==> config.mk <==
export PLATFORM = sky130hd
export DESIGN_NAME = mc_controller
export DESIGN_NICKNAME = d
export VERILOG_FILES = /design/src/rtl/mc_controller.sv
export SDC_FILE = /design/constraint.sdc
export NUM_CORES = 1
export LEC_CHECK = 0
export CORE_MARGIN = 10
export CORE_UTILIZATION = 41
export CTS_BUF_LIST = sky130_fd_sc_hd__clkbuf_16
export CTS_CLUSTER_DIAMETER = 120
export DETAILED_ROUTE_END_ITERATION = 7
export GPL_ROUTABILITY_DRIVEN = 1
export PLACE_DENSITY = 0.83
export SLEW_MARGIN = 20
export SYNTH_ARGS = -nofsm -noshare
export SYNTH_HDL_FRONTEND = slang
export SYNTH_SLANG_ARGS = --single-unit
==> constraint.sdc <==
create_clock -name clk -period 2.5 [get_ports clk]
set_input_delay 0.5 -clock clk [delete_from_list [all_inputs] [get_ports clk]]
set_output_delay 0.5 -clock clk [all_outputs]
set_load 0.05 [all_outputs]
==> src/rtl/mc_controller.sv <==
// Multicycle MIPS control FSM: Moore sequencer for a shared ALU/memory/regfile.
// Optional memory-stall handshake compiled in with MC_CONTROLLER_STALL_EN.
module mc_controller #(
  parameter int FETCH_ONLY_RESET = 1
) (
  input  logic       clk,
  input  logic       reset,
  input  logic [5:0] op,
  input  logic       zero,
  input  logic       memready,
  output logic       iord,
  output logic       memwrite,
  output logic       irwrite,
  output logic       regdst,
  output logic       memtoreg,
  output logic       regwrite,
  output logic       alusrca,
  output logic [1:0] alusrcb,
  output logic [1:0] aluop,
  output logic [1:0] pcsrc,
  output logic       pcen,
  output logic       illegal,
  output logic [3:0] state
);

  typedef enum logic [3:0] {
    S_FETCH   = 4'd0,
    S_DECODE  = 4'd1,
    S_MEMADR  = 4'd2,
    S_MEMRD   = 4'd3,
    S_MEMWB   = 4'd4,
    S_MEMWR   = 4'd5,
    S_RTYPEEX = 4'd6,
    S_RTYPEWB = 4'd7,
    S_BEQEX   = 4'd8,
    S_ADDIEX  = 4'd9,
    S_ADDIWB  = 4'd10,
    S_JEX     = 4'd11
  } state_t;

  localparam logic [5:0] OP_LW   = 6'b100011;
  localparam logic [5:0] OP_SW   = 6'b101011;
  localparam logic [5:0] OP_RTYP = 6'b000000;
  localparam logic [5:0] OP_BEQ  = 6'b000100;
  localparam logic [5:0] OP_ADDI = 6'b001000;
  localparam logic [5:0] OP_J    = 6'b000010;

  state_t r_state;
  state_t w_next;
  state_t w_dec;
  logic   w_ready;
  logic   w_gate;
  logic   w_pcwrite;
  logic   w_branch;
  logic   w_irwrite;
  logic   w_memwrite;
  logic   w_regwrite;
  logic   w_illegal;

`ifdef MC_CONTROLLER_STALL_EN
  assign w_ready = memready;
`else
  logic w_unused;
  assign w_unused = memready;
  assign w_ready  = 1'b1;
`endif

  // While reset is high the selects show the FETCH decode.
  assign w_dec  = reset ? S_FETCH : r_state;
  assign w_gate = (FETCH_ONLY_RESET != 0) && reset;
  assign state  = r_state;

  // State register with synchronous reset to FETCH.
  always_ff @(posedge clk) begin
    if (reset) r_state <= S_FETCH;
    else       r_state <= w_next;
  end

  // Next-state logic; memory states wait for memready when stalls exist.
  always_comb begin
    w_next = S_FETCH;
    case (r_state)
      S_FETCH:   w_next = w_ready ? S_DECODE : S_FETCH;
      S_DECODE: begin
        case (op)
          OP_LW, OP_SW: w_next = S_MEMADR;
          OP_RTYP:      w_next = S_RTYPEEX;
          OP_BEQ:       w_next = S_BEQEX;
          OP_ADDI:      w_next = S_ADDIEX;
          OP_J:         w_next = S_JEX;
          default:      w_next = S_FETCH;
        endcase
      end
      S_MEMADR:  w_next = (op == OP_LW) ? S_MEMRD : S_MEMWR;
      S_MEMRD:   w_next = w_ready ? S_MEMWB : S_MEMRD;
      S_MEMWB:   w_next = S_FETCH;
      S_MEMWR:   w_next = w_ready ? S_FETCH : S_MEMWR;
      S_RTYPEEX: w_next = S_RTYPEWB;
      S_RTYPEWB: w_next = S_FETCH;
      S_BEQEX:   w_next = S_FETCH;
      S_ADDIEX:  w_next = S_ADDIWB;
      S_ADDIWB:  w_next = S_FETCH;
      S_JEX:     w_next = S_FETCH;
      default:   w_next = S_FETCH;
    endcase
  end

  // Moore output decode of the (reset-adjusted) state.
  always_comb begin
    iord       = 1'b0;
    w_memwrite = 1'b0;
    w_irwrite  = 1'b0;
    regdst     = 1'b0;
    memtoreg   = 1'b0;
    w_regwrite = 1'b0;
    alusrca    = 1'b0;
    alusrcb    = 2'b00;
    aluop      = 2'b00;
    pcsrc      = 2'b00;
    w_pcwrite  = 1'b0;
    w_branch   = 1'b0;
    w_illegal  = 1'b0;
    case (w_dec)
      S_FETCH: begin
        alusrcb   = 2'b01;
        w_irwrite = w_ready;
        w_pcwrite = w_ready;
      end
      S_DECODE: begin
        alusrcb = 2'b11;
        case (op)
          OP_LW, OP_SW, OP_RTYP,
          OP_BEQ, OP_ADDI, OP_J: w_illegal = 1'b0;
          default:               w_illegal = 1'b1;
        endcase
      end
      S_MEMADR: begin
        alusrca = 1'b1;
        alusrcb = 2'b10;
      end
      S_MEMRD: iord = 1'b1;
      S_MEMWB: begin
        memtoreg   = 1'b1;
        w_regwrite = 1'b1;
      end
      S_MEMWR: begin
        iord       = 1'b1;
        w_memwrite = 1'b1;
      end
      S_RTYPEEX: begin
        alusrca = 1'b1;
        aluop   = 2'b10;
      end
      S_RTYPEWB: begin
        regdst     = 1'b1;
        w_regwrite = 1'b1;
      end
      S_BEQEX: begin
        alusrca  = 1'b1;
        aluop    = 2'b01;
        pcsrc    = 2'b01;
        w_branch = 1'b1;
      end
      S_ADDIEX: begin
        alusrca = 1'b1;
        alusrcb = 2'b10;
      end
      S_ADDIWB: w_regwrite = 1'b1;
      S_JEX: begin
        pcsrc     = 2'b10;
        w_pcwrite = 1'b1;
      end
      default: begin
        iord = 1'b0;
      end
    endcase
  end

  assign irwrite  = w_irwrite  & ~w_gate;
  assign memwrite = w_memwrite & ~w_gate;
  assign regwrite = w_regwrite & ~w_gate;
  assign illegal  = w_illegal  & ~w_gate;
  assign pcen     = (w_pcwrite | (w_branch & zero)) & ~w_gate;

endmodule

==> run summary <==
Run status - finished clean
Most frequent cell after synthesis - nor3_1
Worst Setup End Kind - output port
Area Overhead vs Synth - 98.4%
Min-delay worst type - reg -> reg
Final Skew - 0.00194 ns
Ports - 29
CP required - 2.00 ns
Final wirelength - 2020 um
Drt first-iter violations - 19
Layout cells sized above 1 - 36.2%
Std cell rows - 13
Overflow after GRT - 0
Die H - 56.5 um
PwrDens - 408 nW/um^2
Total track usage - 12.6%
Simple-gate portion of the synthesized area - 46.2%
Clk_lat worst skew - 0.23 ns
Adder-Cell Fraction of Synth Area - 0%
Post-synth top area cell - dfxtp_1
Startpoint types - primary input
List of most frequent post-synthesis cells - 13 x nor3_1, 10 x nor2_1, 4 x dfxtp_1, 4 x nand2_1, 4 x nand2b_1
Fmax - 430 MHz
Final net count - 117
Vias in the first global route - 710
Top post-synthesis cells by area - dfxtp_1 15%, nor3_1 12%, nor2_1 6.9%
Min Tclk post-route - 2.32 ns
Starting Density - 42.6%
First-pass GRT wire length - 3240 um
CTS buffer count - 3
Unique masters post-synth - 33
Post-synthesis sequential area ratio - 14.6%
Synth Area in Compound Gates - 22.9%
Largest net degree at the start of global routing - 16
Critical Path Source - op[2]
Ys async rst share - 0%
Gpl congestion - 0.768
Post-synthesis register bit count - 4
CTS H-tree lvls - 1
Reg2reg setup slack - 0.96 ns
Die area - 3190 um^2
Clk root buf - clkbuf_16
Die X-Extent - 56.5 um
Synth Flop Type - dfxtp_1
Worst Path Max Fanout - 3
First-pass iteration count of the detailed router - 4
R2R depth - 4
Post-synth top area share - 14.6%
Hold slack - 0.694 ns
Initial antenna violation count - 0
Mux cell area share after synthesis - 0%
Lkg Pwr - 0.402 nW
Least-Margin Pin Slew - 0.544 ns
Antenna-violating nets left - 0
Via density - 5.77
Residual DRC - 0
N_diodes - 0
Arr. time, crit path - 1.82 ns
FF-to-FF Start - state[1]
Max IR drop VDD - 0.000292 V
Max FFs per register - 4
Clk pin slew, worst setup/hold paths - 0.03 ns
Reg-to-reg endpoint - state[1]
WS Path Type - in -> out
Max-slew violations - 0
Synth Net Count - 88
Cell area after synthesis - 547 um^2
Deepest clock path buffer count - 2
Hold_buf cts - 0
Post-Synth XOR/XNOR Area - 4.81%
CP Capture Point - illegal
IO Port Bufs - 27
Number of synthesized flops with an enable pin - 0
Max_slew headroom - 63.7%
Avg Cell Area, Syn - 7.01 um^2
Setup ws final - 0.175 ns
Setup_tns - 0 ns
Max-cap violations - 0
Core Region - 1280 um^2
CTS tree - yes
DP Worst Slack - 0.130 ns
# setup viols final - 0
Yosys warning count - 0
Post-Syn Instances - 78
Final Hold Fails - 0
WL/cell - 16.8 um
Final worst-path cycle share - 93.0%
Routed via count - 692
Largest family of logic cells by synthesized area - simple AND/OR/NAND/NOR gates
Clock Sinks - 4
RSZ-0062 raised after global routing - no
Post-DP HPWL - 1550 um
-- routing by layer --
metal  vias up  wire, um  global-route usage, %
met1       325       803                   12.0
met4         0        78                   11.0
li1        338         -                      -
met2        22      1030                   21.6
met3         7       104                   3.37
met5         -         0                      0
-- stage by stage --
stage	power (mW)	instance area, um^2	std cells	util (%)
after floorplan	0.136	583	78	-
after CTS	0.443	1080	120	83.7
final	0.443	1080	120	84.4
after global placement	0.187	1000	117	77.9
after detailed placement	0.190	1000	117	77.9
after global routing	0.456	1080	120	84.4
-- worst min-delay path by stage --
stage	startpoint	cells past startpoint	to
6_report	state[0]	2	state[3]
5_1_grt	state[0]	2	state[3]
4_1_cts	state[0]	2	state[3]
3_5_place_dp	state[0]	2	state[3]
3_3_place_gp	state[0]	2	state[3]
2_1_floorplan	reset	3	state[3]
-- repair_timing --
| item | 4_1_cts | 5_1_grt |
|---|---|---|
| resized for setup | 0 | 2 |
| setup endpoints to repair | 0 | 3 |
| buffers inserted | 0 | 0 |
-- logic make-up (layout without fill, tap and decap cells) --
kind of cell / count (synthesis) / in the layout
simple gates: 45 / 45
buf+inv: 10 / 37
flops: 4 / 4
compound gates: 16 / 16
xor+xnor: 3 / 3
-- power breakdown --
| group | leakage [nW] | switching (mW) | internal, mW | total, mW |
|---|---|---|---|---|
| logic | 0.332 | 0.0656 | 0.0521 | 0.118 |
| registers | 0.0326 | 0.00679 | 0.0662 | 0.0730 |
| clock network | 0.0370 | 0.0475 | 0.205 | 0.252 |
| total | 0.402 | 0.120 | 0.323 | 0.443 |
-- final cells by class --
type | instances | area, um^2
Multi-Input combinational cell | 64 | 449
Tap cell | 15 | 18.8
Fill cell | 70 | 200
Inverter | 3 | 11.3
Sequential cell | 4 | 80.1
Clock buffer | 3 | 75.1
Timing Repair Buffer | 31 | 450
-- critical path, cell delays in order --
cell and delay [ns]:
clkdlybuf4s50_1 0.54, xor2_1 0.20, o211ai_1 0.19, and3_1 0.23
buf_12 0.15
-- layout by cell type (no fill, tap or decap), types with 2 or more instances in the layout --
cell type / n
buf_12: 15
clkdlybuf4s50_1: 12
nor2_1: 9
nor3_1: 7
nor3_2: 7
nand2b_1: 4
nand2_1: 4
buf_4: 4
dfxtp_1: 4
inv_1: 3
a21oi_1: 3
nand3_1: 3
clkbuf_16: 3
nor4_2: 2
and3_1: 2
o21ai_0: 2
xor2_1: 2
a31oi_1: 2
a211oi_2: 2
No activity file was read; power rests on OpenSTA's default activity.
